File: config.mk
export PLATFORM = sky130hd
export DESIGN_NAME = ste_avg_ctrl
export DESIGN_NICKNAME = d
export VERILOG_FILES = /design/src/rtl/ste_avg_ctrl.sv
export SDC_FILE = /design/constraint.sdc
export NUM_CORES = 1
export LEC_CHECK = 0
export BUFFER_PORTS_ARGS = -buffer_cell sky130_fd_sc_hd__buf_2
export CAP_MARGIN = 20
export CORE_MARGIN = 3
export CORE_UTILIZATION = 60
export DETAILED_ROUTE_END_ITERATION = 10
export MAX_ROUTING_LAYER = met4
export PLACE_DENSITY = 0.9
export SYNTH_ARGS = -nofsm -noshare
export SYNTH_HDL_FRONTEND = slang
export SYNTH_SLANG_ARGS = --single-unit
File: constraint.sdc
create_clock -name clk -period 5.65 [get_ports clk]
set_clock_uncertainty 0.05 [all_clocks]
set_input_delay 1.695 -clock clk [delete_from_list [all_inputs] [get_ports clk]]
set_output_delay 1.695 -clock clk [all_outputs]
set_load 0.03 [all_outputs]
File: src/rtl/ste_avg_ctrl.sv
// Run controller for the 1st-order IIR averager: clears it on start, gates sample
// strobes into it, discards a settling period, then captures decimated results.
module ste_avg_ctrl #(
    parameter int DATA_W   = 16,
    parameter int CNT_W    = 16,
    parameter int DEC_W    = 8,
    parameter int SETTLE_N = 32
) (
    input  logic              clk,
    input  logic              rst_n,
    input  logic              start_i,
    input  logic              stop_i,
    input  logic              smp_vld_i,
    input  logic [CNT_W-1:0]  num_smp_i,
    input  logic [DEC_W-1:0]  dec_i,
    output logic              avg_clr_o,
    output logic              avg_en_o,
    input  logic [DATA_W-1:0] avg_dout_i,
    output logic [DATA_W-1:0] result_o,
    output logic              result_vld_o,
    output logic              settled_o,
    output logic              busy_o,
    output logic              done_o,
    output logic [CNT_W-1:0]  smp_cnt_o
);

    typedef enum logic [2:0] {
        S_IDLE,
        S_CLEAR,
        S_SETTLE,
        S_RUN,
        S_DONE
    } state_e;

    // Settle counter holds 0..SETTLE_N-1; the SETTLE_N-th strobe leaves SETTLE.
    localparam int SET_W = (SETTLE_N > 1) ? $clog2(SETTLE_N) : 1;
    localparam logic [SET_W-1:0] SET_LAST = SET_W'((SETTLE_N > 0) ? (SETTLE_N - 1) : 0);

    state_e             state_q, state_d;
    logic [SET_W-1:0]   settle_cnt_q, settle_cnt_d;
    logic [DEC_W-1:0]   dec_cnt_q, dec_cnt_d;
    logic [DEC_W-1:0]   dec_q, dec_d;
    logic [CNT_W-1:0]   num_q, num_d;
    logic [CNT_W-1:0]   smp_cnt_q, smp_cnt_d;
    logic [DATA_W-1:0]  result_q, result_d;
    logic               result_vld_q, result_vld_d;

    logic accept_set;
    logic accept_run;
    logic last_smp;
    logic capture;

    always_comb begin
        accept_set = smp_vld_i & ~stop_i & (state_q == S_SETTLE);
        accept_run = smp_vld_i & ~stop_i & (state_q == S_RUN);
        // With a programmed length, smp_cnt never exceeds num_q, so saturation cannot mask the last sample.
        last_smp   = (num_q != '0) && (smp_cnt_q == (num_q - CNT_W'(1)));
        capture    = accept_run & ((dec_cnt_q == '0) | last_smp);
    end

    always_comb begin
        state_d      = state_q;
        settle_cnt_d = settle_cnt_q;
        dec_cnt_d    = dec_cnt_q;
        dec_d        = dec_q;
        num_d        = num_q;
        smp_cnt_d    = smp_cnt_q;
        result_d     = capture ? avg_dout_i : result_q;
        result_vld_d = capture;

        case (state_q)
            S_IDLE: begin
                if (start_i && !stop_i) begin
                    state_d      = S_CLEAR;
                    num_d        = num_smp_i;
                    dec_d        = dec_i;
                    settle_cnt_d = '0;
                    dec_cnt_d    = '0;
                    smp_cnt_d    = '0;
                end
            end
            S_CLEAR: begin
                if (stop_i) begin
                    state_d = S_IDLE;
                end else if (SETTLE_N > 0) begin
                    state_d = S_SETTLE;
                end else begin
                    state_d = S_RUN;
                end
            end
            S_SETTLE: begin
                if (stop_i) begin
                    state_d = S_IDLE;
                end else if (accept_set) begin
                    if (settle_cnt_q == SET_LAST) begin
                        state_d = S_RUN;
                    end else begin
                        settle_cnt_d = settle_cnt_q + SET_W'(1);
                    end
                end
            end
            S_RUN: begin
                if (stop_i) begin
                    state_d = S_IDLE;
                end else if (accept_run) begin
                    dec_cnt_d = (dec_cnt_q == dec_q) ? '0 : dec_cnt_q + DEC_W'(1);
                    if (smp_cnt_q != '1) begin
                        smp_cnt_d = smp_cnt_q + CNT_W'(1);
                    end
                    if (last_smp) begin
                        state_d = S_DONE;
                    end
                end
            end
            S_DONE: begin
                state_d = S_IDLE;
            end
            default: begin
                state_d = S_IDLE;
            end
        endcase
    end

    always_ff @(posedge clk or negedge rst_n) begin
        if (!rst_n) begin
            state_q      <= S_IDLE;
            settle_cnt_q <= '0;
            dec_cnt_q    <= '0;
            dec_q        <= '0;
            num_q        <= '0;
            smp_cnt_q    <= '0;
            result_q     <= '0;
            result_vld_q <= 1'b0;
        end else begin
            state_q      <= state_d;
            settle_cnt_q <= settle_cnt_d;
            dec_cnt_q    <= dec_cnt_d;
            dec_q        <= dec_d;
            num_q        <= num_d;
            smp_cnt_q    <= smp_cnt_d;
            result_q     <= result_d;
            result_vld_q <= result_vld_d;
        end
    end

    always_comb begin
        avg_en_o     = accept_set | accept_run;
        avg_clr_o    = (state_q == S_CLEAR);
        settled_o    = (state_q == S_RUN);
        busy_o       = (state_q != S_IDLE);
        done_o       = (state_q == S_DONE);
        smp_cnt_o    = smp_cnt_q;
        result_o     = result_q;
        result_vld_o = result_vld_q;
    end

endmodule
=== Word level (Yosys, flattened, before mapping) ===
Index checks and enable logic that the tools add are counted.
W data, S select, Z words.

* Register bits: 73
* Input bits: 45
* Output and inout bits: 38
* Word-level logic and storage cells: 76

* $add $sub $neg: 4
* Equality and inequality tests: 19
* Multiplexer cells: 24
* Bitwise logic cells: 7
* Reductions and logical operators: 14

{| class="wikitable"
|+ Operators by type and width
! operator !! count
|-
| $mux W16 || 4
|-
| $mux W8 || 4
|-
| $pmux W16 S2 || 1
|-
| $mux W3 || 7
|-
| $mux W5 || 4
|-
| $add A16 B1 Y16 const B || 1
|-
| $eq A16 B16 Y1 || 1
|-
| $ne A16 B16 Y1 const B || 1
|-
| $pmux W8 S2 || 1
|-
| $reduce_bool A16 Y1 || 1
|-
| $sub A16 B1 Y16 const B || 1
|-
| $reduce_and A5 Y1 || 3
|-
| $pmux W3 S4 || 1
|-
| $ne A2 B2 Y1 const B || 5
|-
| $pmux W5 S2 || 1
|-
| $ne A3 B2 Y1 const B || 3
|-
| $add A8 B1 Y8 const B || 1
|-
| $eq A8 B8 Y1 || 1
|-
| $logic_not A8 Y1 || 1
|-
| $eq A3 B2 Y1 const B || 2
|-
| $add A5 B1 Y5 const B || 1
|-
| $eq A5 B5 Y1 const B || 1
|-
| $and A1 B1 Y1 || 4
|-
| $ne A2 B1 Y1 const B || 2
|-
| other kinds (13) || 16
|}

=== Longest topological paths before layout ===
Gate-level depths: netlist of run 1.

* Depth after elaboration: 7
* Mapped depth: 12
* Mapped depth without buffers: 9

=== Worst setup path after synthesis of run 1 ===
Ideal clock, no wire load.

* Kind: input port to output port
* Start point: input stop_i
* End point: output avg_en_o
* Arrival time: 2.219 ns
* Setup slack: 1.686 ns
* Stages: 2
* Cell sequence: and3b_1 -> clkbuf_1

* Longest elaborated chain between the ends: 4
* Elaborated cells on any way between the ends: 5

{| class="wikitable"
|+ RTL lines
! element !! RTL line !! text
|-
| start, declared || 12 || <nowiki>input logic stop_i,</nowiki>
|-
| $not A1 Y1 (*) || 54, 55 ||
|-
| $and A1 B1 Y1 (*) || 54, 55 ||
|-
| $and A1 B1 Y1 (on tied branches) || 54, 55 ||
|-
| $or A1 B1 Y1 (*) || 147 || <nowiki>avg_en_o = accept_set | accept_run;</nowiki>
|-
| end, declared || 17 || <nowiki>output logic avg_en_o,</nowiki>
|}

Every way passes the cells marked *; elsewhere a longest branch is shown, timed or not.

=== Worst setup path after layout of run 1 ===
Same ends and word-level chain as after synthesis.

==> impl_metrics.json, run 1 <==
{
  "outcome": "completed",
  "cp-start-kind": "input pin",
  "cts_resized": 0,
  "numCtsBuffers": 9,
  "core_area_mm2": 0.00691,
  "grtUsageTotal_pct": 26.9,
  "power_frac_clock_pct": 25.5,
  "period_needed_ns": 4.04,
  "cp_cell_sequence": "buf_2 -> and3b_1 -> buf_2",
  "vias": 4062,
  "routedWlPerCell_um": 15.5,
  "cts_tree": "yes",
  "tightest_slew_ns": 1.09,
  "die_w_um": 91.3,
  "post-route-period-util_pct": 71.5,
  "crit_family": "buffers and inverters",
  "synth_area_leader_cell": "dfrtp_1",
  "maxSlewViolCount": 0,
  "viasPerCell": 5.95,
  "hold_class": "register to register",
  "switching_share_pct": 34.8,
  "seqPwrFrac_pct": 46.0,
  "drt_iter0_drc": 251,
  "ys_seq_area_share_pct": 41.9,
  "clock_latency_ns": 0.35,
  "worstPathRequired_ns": 3.90,
  "criticalPathCategory": "input pin to output port",
  "synth_flop_cell": "dfrtp_1",
  "firstDrtPassIters": 5,
  "drt-total-wl_um": 10600,
  "grt_first_pass_wirelength_um": 17800,
  "syn_inst": 516,
  "root_buffer": "clkbuf_8",
  "synth.area.top_cells": "dfrtp_1 (42%), nand2_1 (9.3%), xnor2_1 (6.6%), nand3_1 (4.6%), or3_1 (3.3%)",
  "worstPathArrival_ns": 2.29,
  "rsz0062_at_grt": "no",
  "initial_core_util_pct": 63.2,
  "fmax_ghz": 0.248,
  "grt_max_degree": 45,
  "fin_util_pct": 72.7,
  "cts_setup_buffers": 0,
  "ys_types": 42,
  "ys_warn_count": 0,
  "hpwl_um": 7490,
  "cp.buffers_inverters": 2,
  "die_area_mm2": 0.00833,
  "slew_headroom_pct": 27.2,
  "maxCapViolCount": 0,
  "n_antenna_cell": 0,
  "power_density_mw_per_mm2": 292,
  "clock_sinks": 73,
  "io_pins": 83,
  "chipHeight_um": 91.3,
  "antenna_found_initial": 0,
  "synth.avg_cell_area_um2": 8.46,
  "layout.area.seq_mm2": 0.00183,
  "drc_errors": 0,
  "end_kind": "output port",
  "num_rows": 30,
  "finalPower_mw": 1.46,
  "crit_path_frequent_cell": "buf_2",
  "fillCellCount": 548,
  "nets": 637,
  "holdBufCountCts": 0,
  "async_reset_ff_share_pct": 100,
  "ir_worst_vdd_mv": 0.195,
  "mostFrequentLayoutCells": "nand2_1 (108), buf_2 (82), dfrtp_1 (73)",
  "cts_max_path_buffers": 2,
  "slowest_delay_ns": 0.26,
  "p_switching_mw": 0.510,
  "h-tree-depth": 3,
  "reg2reg_slack_ns": 1.69,
  "setup_viol": 0,
  "grt_pass1_vias": 3816,
  "mostFrequentLayoutCell": "nand2_1",
  "finalWeightedCongestion": 0.961,
  "ys_ff_latch": 73,
  "p_int_mw": 0.954,
  "tns_ns": 0,
  "syn_to_final_growth_pct": 15.0,
  "clkTransAtPathRegs_ns": 0.08,
  "cp_slowest_cell": "and3b_1",
  "combPwrFrac_pct": 28.5,
  "layout-drive-gt1-share_pct": 18.2,
  "io_buffer_count": 82,
  "cp_max_fo": 5,
  "syn_area_mm2": 0.00436,
  "p_leak_nw": 2.23,
  "antenna_left": 0,
  "hold_viol": 0,
  "multi_input_area_mm2": 0.00239,
  "synth_fp_nets": 568,
  "synth_edf_count": 0,
  "yosysTopAreaCellShare_pct": 41.9,
  "grt-ovfl-total": 0
}
[area by class of cell]
type                            count  area share [%]
Sequential cell                    73            36.4
Inverter                            7           0.523
Tap cell                           96            2.39
Clock buffer                       13            3.36
Timing Repair Buffer               87            9.72
Multi-Input combinational cell    407            47.6
[cells by family (layout without fill, tap and decap cells)]
group | Yosys count | count (layout) | synth area share [%]
adder cells (fa/ha/maj) | 7 | 7 | 2.01
buffers and inverters | 36 | 107 | 3.58
XOR/XNOR | 49 | 49 | 9.83
flip-flops | 73 | 73 | 41.9
AO/OA/AOI/OAI | 73 | 73 | 10.8
multiplexers | 3 | 3 | 0.717
AND/OR/NAND/NOR | 275 | 275 | 31.2
[registers in the layout (all words and copies together), names as in the netlist]
register      flops
num_q            16
result_o         16
smp_cnt_o        16
dec_cnt_q         8
dec_q             8
settle_cnt_q      5
state_q           3
result_vld_o      1
[worst paths after layout]
kind,startpoint,end,depth (start not counted)
hold / removal,dec_q[0]$_DFFE_PN0P_,dec_q[0]$_DFFE_PN0P_,2
hold reg to reg,dec_q[0]$_DFFE_PN0P_,dec_q[0]$_DFFE_PN0P_,2
min in group asynchronous,rst_n,result_o[5]$_DFFE_PN0P_,1
setup reg to reg,num_q[0]$_DFFE_PN0P_,result_o[6]$_DFFE_PN0P_,9
setup / recovery,stop_i,avg_en_o,3
max in group asynchronous,rst_n,num_q[12]$_DFFE_PN0P_,2
[routing by layer]
layer  vias to the layer above  part of all wire [%]  global-route usage [%]
met5                         -                     0                       -
met4                         0                   1.6                    10.7
met3                        21                   6.7                    4.14
met2                       177                    48                    42.4
met1                      1929                    43                    35.0
li1                       1935                     -                       -
[cells in the mapped netlist (3+ instances only)]
master and instances:
a21oi_1 6, xor2_1 16, a31oi_1 19, nand2_1 108, nand2b_1 3, nor2b_1 6, inv_1 7, and2_1 4
ha_1 7, xnor2_1 33, o21ai_0 23, nand4_1 6, nor3b_1 9, and3_1 8, clkbuf_1 22, a22o_1 16
nor4_1 5, nor3_1 9, nor2_1 36, dfrtp_1 73, nand3_1 40, or4_1 6, or3_1 23, buf_2 5
and4_1 3
[worst min-delay path, stage by stage (launching register included)]
cell	delay, ns
dfrtp_1	0.36
nand2_1	0.06
nand2_1	0.06
[power by group through the flow]
stage	Sequential [mW]	Clock, mW	Combinational (mW)
3_5_place_dp	0.681	0	0.402
3_3_place_gp	0.674	0	0.383
2_1_floorplan	0.710	0	0.255
4_1_cts	0.671	0.377	0.404
5_1_grt	0.684	0.399	0.459
6_report	0.674	0.373	0.417
[through the flow]
stage / hold WS [ns] / instance area (µm²) / setup slack (ns) / std cells
2_1_floorplan: 0.417 / 4360 / 1.69 / 516
3_3_place_gp: 0.432 / 4800 / 1.61 / 668
3_5_place_dp: 0.437 / 4800 / 1.61 / 668
4_1_cts: 0.456 / 4960 / 1.61 / 681
5_1_grt: 0.471 / 5020 / 1.47 / 683
6_report: 0.451 / 5020 / 1.61 / 683
No activity file was read; power rests on OpenSTA's default activity.
==> run 2, diff against run 1 <==
--- a/config.mk
+++ b/config.mk
@@ -5,13 +5,14 @@
 export SDC_FILE = /design/constraint.sdc
 export NUM_CORES = 1
 export LEC_CHECK = 0
+export ABC_AREA = 1
 export BUFFER_PORTS_ARGS = -buffer_cell sky130_fd_sc_hd__buf_2
 export CAP_MARGIN = 20
 export CORE_MARGIN = 3
-export CORE_UTILIZATION = 60
+export CORE_UTILIZATION = 56
 export DETAILED_ROUTE_END_ITERATION = 10
 export MAX_ROUTING_LAYER = met4
-export PLACE_DENSITY = 0.9
+export PLACE_DENSITY = 0.86
 export SYNTH_ARGS = -nofsm -noshare
 export SYNTH_HDL_FRONTEND = slang
 export SYNTH_SLANG_ARGS = --single-unit
==> constraint.sdc (replaced) <==
create_clock -name clk -period 4.2 [get_ports clk]
set_clock_uncertainty 0.05 [all_clocks]
set_input_delay 1.26 -clock clk [delete_from_list [all_inputs] [get_ports clk]]
set_output_delay 1.26 -clock clk [all_outputs]
set_load 0.03 [all_outputs]
==> run 2 against run 1 <==
Final cell count increased by 15%. Sequential share of layout area increased by 0.16 points. Core utilization decreased by 4.9 points. Largest cell class unchanged.
==> impl_metrics.json, run 2 <==
{
  "outcome": "completed",
  "n_antenna_cell": 0,
  "firstDrtPassIters": 5,
  "crit_family": "buffers and inverters",
  "power_frac_clock_pct": 16.1,
  "syn_to_final_growth_pct": 15.6,
  "switching_share_pct": 47.8,
  "worstPathRequired_ns": 2.89,
  "synth.avg_cell_area_um2": 7.28,
  "viasPerCell": 5.42,
  "clkTransAtPathRegs_ns": 0.08,
  "ys_types": 34,
  "clock_latency_ns": 0.35,
  "hold_class": "register to register",
  "nets": 731,
  "rr_worst_depth": 13,
  "cp_num_cells": 4,
  "mostFrequentLayoutCell": "nand2_1",
  "synthXorXnorAreaFrac_pct": 5.58,
  "synth_top_family_by_area": "simple AND/OR/NAND/NOR gates",
  "hold_ws_ns": 0.420,
  "drt_iter0_drc": 349,
  "synth_flop_cell": "dfrtp_1",
  "async_reset_ff_share_pct": 100,
  "clock_sinks": 73,
  "holdBufCountCts": 0,
  "p_int_mw": 1.59,
  "chipHeight_um": 93.9,
  "drc_errors": 0,
  "fillCellCount": 648,
  "cp-start-kind": "input pin",
  "cp.buffers_inverters": 3,
  "seqPwrFrac_pct": 37.3,
  "numCtsBuffers": 9,
  "synth.most_common_cell": "nand2_1",
  "hold_viol": 0,
  "tightest_slew_ns": 0.565,
  "hpwl_um": 8530,
  "fin_util_pct": 67.8,
  "cts_setup_buffers": 0,
  "crit_path_frequent_cell": "buf_2",
  "p_leak_nw": 2.67,
  "ys_ff_latch": 73,
  "cts_tree": "yes",
  "synth_mux_area_share_pct": 0,
  "ir_worst_vdd_mv": 0.333,
  "grt-ovfl-total": 0,
  "routedWlPerCell_um": 14.4,
  "h-tree-depth": 3,
  "worst_slack_ns": 1.12,
  "maxSlewViolCount": 0,
  "die_w_um": 93.9,
  "mostFrequentLayoutCells": "nand2_1 (193), buf_2 (82), dfrtp_1 (73)",
  "maxCapViolCount": 0,
  "combPwrFrac_pct": 46.6,
  "die_area_mm2": 0.00881,
  "criticalPathCategory": "input pin to output port",
  "tns_ns": 0,
  "power_density_mw_per_mm2": 609,
  "yosysTopAreaCellShare_pct": 42.2,
  "cp_slowest_cell": "buf_2",
  "initial_core_util_pct": 58.7,
  "vias": 4245,
  "grt_pass1_vias": 4003,
  "grt_max_degree": 34,
  "num_rows": 31,
  "ys_seq_area_share_pct": 42.2,
  "synth-adder-area-share_pct": 2.03,
  "period_needed_ns": 3.08,
  "syn_inst": 594,
  "root_buffer": "clkbuf_8",
  "ys_top_cells_by_count": "nand2_1 (193), dfrtp_1 (73), inv_1 (58)",
  "fin_area_mm2": 0.00500,
  "reg2reg_slack_ns": 1.62,
  "ys_warn_count": 0,
  "synth.area.top_cells": "dfrtp_1 (42%), nand2_1 (17%), nand3_1 (5.9%), inv_1 (5.0%), nor2_1 (4.7%)",
  "synth_area_leader_cell": "dfrtp_1",
  "synth-simple-area-share_pct": 36.3,
  "place_ws_ns": 1.11,
  "syn_area_mm2": 0.00432,
  "fmax_ghz": 0.324,
  "grtUsageTotal_pct": 27.1,
  "synth_fp_nets": 646,
  "slowest_delay_ns": 0.22,
  "setup_viol": 0,
  "layout-drive-gt1-share_pct": 19.0,
  "rsz0062_at_grt": "no",
  "worstPathArrival_ns": 1.77,
  "dp_cells": 767,
  "fin_cells": 783,
  "io_buffer_count": 82,
  "p_switching_mw": 1.45,
  "finalWeightedCongestion": 0.984,
  "cp_cell_sequence": "buf_2 -> inv_1 -> nor3_1 -> buf_2",
  "finalPower_mw": 3.04,
  "antenna_found_initial": 0,
  "cts_max_path_buffers": 2,
  "post-route-period-util_pct": 73.4,
  "dpl_cell_area_mm2": 0.00483,
  "end_kind": "output port",
  "cts_resized": 0,
  "synth_edf_count": 0,
  "antenna_left": 0,
  "min_path_cells": 2,
  "cp_max_fo": 3,
  "core_area_mm2": 0.00737,
  "io_pins": 83,
  "slew_headroom_pct": 62.3,
  "synth-compound-area-share_pct": 6.74,
  "drt-total-wl_um": 11300,
  "grt_first_pass_wirelength_um": 18500
}
## run 2: power by group through the flow
stage                     combinational (mW)  clock, mW  sequential [mW]
final                                   1.42      0.490             1.13
after global routing                    1.59      0.527             1.16
after CTS                               1.41      0.496             1.13
after detailed placement                1.40          0             1.14
after global placement                  1.35          0             1.13
after floorplan                        0.916          0             1.24
## run 2: kinds of logic (layout without fill, tap and decap cells)
kind of cell / after synthesis / after routing
flip-flops: 73 / 73
adder cells (fa/ha/maj): 7 / 7
AND/OR/NAND/NOR: 357 / 357
buffers and inverters: 77 / 167
AO/OA/AOI/OAI: 54 / 54
XOR/XNOR: 26 / 26
## run 2: per-layer routing
layer / global-route usage [%] / up-vias / wire, µm
met2: 43.9 / 148 / 5660
met3: 3.93 / 13 / 728
met4: 8.90 / 0 / 140
met5: - / - / 0
met1: 35.2 / 2006 / 4740
li1: - / 2078 / -
## run 2: path summary, 6_finish.rpt
| path | endpoint | startpoint |
|---|---|---|
| max in group asynchronous | dec_q[2]$_DFFE_PN0P_ | rst_n |
| worst max register to register | result_o[13]$_DFFE_PN0P_ | num_q[0]$_DFFE_PN0P_ |
| worst min-delay path | result_o[4]$_DFFE_PN0P_ | result_o[4]$_DFFE_PN0P_ |
| worst min register to register | result_o[4]$_DFFE_PN0P_ | result_o[4]$_DFFE_PN0P_ |
| worst max-delay path | avg_en_o | smp_vld_i |
| min in group asynchronous | settle_cnt_q[0]$_DFFE_PN0P_ | rst_n |
## run 2: area by class of cell
cell class / count / area, µm² / area share, %
clock inverters: 6 / 42.5 / 0.851
flip-flops and latches: 73 / 1830 / 36.6
repair buffers: 87 / 448 / 8.96
clock buffers: 10 / 128 / 2.55
well taps: 99 / 124 / 2.48
inverters: 64 / 240 / 4.81
multi-input cells: 444 / 2190 / 43.8
## run 2: worst register-to-register path, stage by stage, from the launching register on
cell	delay [ns]
dfrtp_1	0.40
inv_2	0.13
ha_1	0.29
nand2_1	0.09
nor2_1	0.24
o21ai_1	0.11
nand2_1	0.10
nand3_1	0.11
nor3_2	0.19
nand3_2	0.16
nand2_4	0.21
nand2_4	0.20
nand2_2	0.13
nand2_1	0.06
==> run 3, diff against run 2 <==
--- a/config.mk
+++ b/config.mk
@@ -5,7 +5,7 @@
 export SDC_FILE = /design/constraint.sdc
 export NUM_CORES = 1
 export LEC_CHECK = 0
-export ABC_AREA = 1
+export ABC_AREA = 0
 export BUFFER_PORTS_ARGS = -buffer_cell sky130_fd_sc_hd__buf_2
 export CAP_MARGIN = 20
 export CORE_MARGIN = 3
==> constraint.sdc (replaced) <==
create_clock -name clk -period 3.01 [get_ports clk]
set_clock_uncertainty 0.05 [all_clocks]
set_input_delay 0.903 -clock clk [delete_from_list [all_inputs] [get_ports clk]]
set_output_delay 0.903 -clock clk [all_outputs]
set_load 0.03 [all_outputs]
==> run 3 against run 2 <==
The flow now finishes with violations (setup timing). Sequential cell count stayed put. Global-route usage rose by 0.79 points. Non-clock buffer count increased by 27. Wire length rose by 3.3%. Largest power group is now registers.
==> impl_metrics.json, run 3 (synthesized netlist as in run 1, its figures left out) <==
{
  "min_to": "dec_q[5]$_DFFE_PN0P_",
  "setup_viol": 5,
  "io_pins": 83,
  "reg2reg_slack_ns": -0.04,
  "criticalPathCategory": "register to register",
  "switching_share_pct": 34.8,
  "initial_core_util_pct": 58.9,
  "violations": "setup timing",
  "cts_max_path_buffers": 2,
  "io_buffer_count": 82,
  "h-tree-depth": 3,
  "clkTransAtPathRegs_ns": 0.08,
  "num_rows": 31,
  "ir_worst_vdd_mv": 0.401,
  "n_antenna_cell": 0,
  "hold_ws_ns": 0.456,
  "p_switching_mw": 1.03,
  "worstPathRequired_ns": 3.26,
  "drt-total-wl_um": 11600,
  "firstDrtPassIters": 5,
  "min_path_cells": 2,
  "grtUsageTotal_pct": 27.9,
  "multi_input_area_mm2": 0.00243,
  "hold_class": "register to register",
  "mostFrequentLayoutCells": "nand2_1 (108), buf_2 (82), dfrtp_1 (73)",
  "clock_latency_ns": 0.36,
  "core_area_mm2": 0.00741,
  "power_density_mw_per_mm2": 559,
  "drt_iter0_drc": 305,
  "numCtsBuffers": 9,
  "cp_max_fo": 33,
  "fillCellCount": 572,
  "grt_first_pass_wirelength_um": 19300,
  "outcome": "complete, but fails checks",
  "timing.rr.end": "result_o[5]$_DFFE_PN0P_",
  "seqPwrFrac_pct": 41.6,
  "fin_util_pct": 71.6,
  "cts_tree": "yes",
  "hpwl_um": 7970,
  "holdBufCountCts": 0,
  "grt_pass1_vias": 4048,
  "maxCapViolCount": 0,
  "hold_viol": 0,
  "power_frac_clock_pct": 27.1,
  "tightest_slew_ns": 0.635,
  "syn_to_final_growth_pct": 21.6,
  "root_buffer": "clkbuf_8",
  "grt-ovfl-total": 0,
  "worstPathArrival_ns": 3.29,
  "drc_errors": 0,
  "mostFrequentLayoutCell": "nand2_1",
  "finalWeightedCongestion": 0.905,
  "finalPower_mw": 2.97,
  "p_leak_nw": 2.39,
  "routedWlPerCell_um": 16.3,
  "worstHoldStart": "dec_q[5]$_DFFE_PN0P_",
  "p_int_mw": 1.94,
  "slew_headroom_pct": 57.6,
  "rr_startpoint": "num_q[1]$_DFFE_PN0P_",
  "period_needed_ns": 3.05,
  "nets": 664,
  "grt_max_degree": 49,
  "layout.area.seq_mm2": 0.00183,
  "layout-drive-gt1-share_pct": 23.8,
  "antenna_left": 0,
  "clock_sinks": 73,
  "tns_ns": -0.0949,
  "die_area_mm2": 0.00889,
  "maxSlewViolCount": 0,
  "viasPerCell": 5.98,
  "die_w_um": 94.3,
  "post-route-period-util_pct": 101,
  "worst_slack_ns": -0.0352,
  "vias": 4282,
  "chipHeight_um": 94.3,
  "place_ws_ns": -0.152,
  "rsz0062_at_grt": "yes",
  "combPwrFrac_pct": 31.3,
  "end_kind": "register",
  "cp-start-kind": "register",
  "rr_worst_depth": 8,
  "fmax_ghz": 0.328,
  "antenna_found_initial": 0
}
run 3: cell types whose count changed in the layout (fill, tap and decap cells not counted), sizes merged, moves of 9 or more:
cell,previous run,this run
nand3,52,40
a31oi,0,19
nor3b,0,9
nand2,208,108
buf,87,114
xnor2,3,33
or3,0,23
inv,63,7
a21oi,17,6
nor2,61,36
a22o,0,16
run 3: area by class of cell:
cell class                 instances  share of cell area, %
clock inverter                     4                  0.967
tap                               99                   2.33
clock buffer                      12                   2.92
sequential                        73                   34.4
multi-input combinational        407                   45.9
inverter                           7                  0.495
timing repair buffer             114                   13.0
run 3: critical path, cell delays in order (launching register included):
cell and delay (ns):
dfrtp_1 0.41, or4_4 0.57, nor4_4 0.27, nor3b_2 0.11
or4_1 0.49, or4_4 0.45, buf_12 0.18, or3_1 0.37
nand3_2 0.08
run 3: worst max-delay path by stage:
stage	start	to	depth (start not counted)
floorplan	num_q[0]$_DFFE_PN0P_	result_o[10]$_DFFE_PN0P_	9
global placement	num_q[0]$_DFFE_PN0P_	result_o[2]$_DFFE_PN0P_	8
detailed placement	num_q[0]$_DFFE_PN0P_	result_o[0]$_DFFE_PN0P_	8
CTS	num_q[1]$_DFFE_PN0P_	result_o[0]$_DFFE_PN0P_	8
global route	num_q[1]$_DFFE_PN0P_	result_o[2]$_DFFE_PN0P_	8
finish	num_q[1]$_DFFE_PN0P_	result_o[5]$_DFFE_PN0P_	8
run 3: power groups by stage:
| stage | registers, mW | clock network [mW] | logic (mW) |
|---|---|---|---|
| floorplan | 1.33 | 0 | 0.481 |
| global placement | 1.23 | 0 | 0.850 |
| detailed placement | 1.25 | 0 | 0.889 |
| CTS | 1.23 | 0.814 | 0.917 |
| global route | 1.25 | 0.859 | 1.02 |
| finish | 1.23 | 0.804 | 0.930 |
run 3: routing by layer:
metal | part of all wire (%) | global-route usage (%) | vias up
met3 | 7.2 | 4.01 | 29
met1 | 43 | 37.2 | 2060
li1 | - | - | 1989
met4 | 2.2 | 10.5 | 0
met2 | 48 | 43.3 | 204
met5 | 0 | - | -
run 3: what timing repair did:
action                     CTS  global route
buffers inserted             2             0
setup endpoints to repair   19            19
resized for setup            9             4
pin swaps                    4             0
run 3: stage by stage:
| stage | std cells | area (µm²) |
|---|---|---|
| 2_1_floorplan | 516 | 4390 |
| 3_3_place_gp | 697 | 5030 |
| 3_5_place_dp | 697 | 5030 |
| 4_1_cts | 715 | 5280 |
| 5_1_grt | 716 | 5310 |
| 6_report | 716 | 5310 |
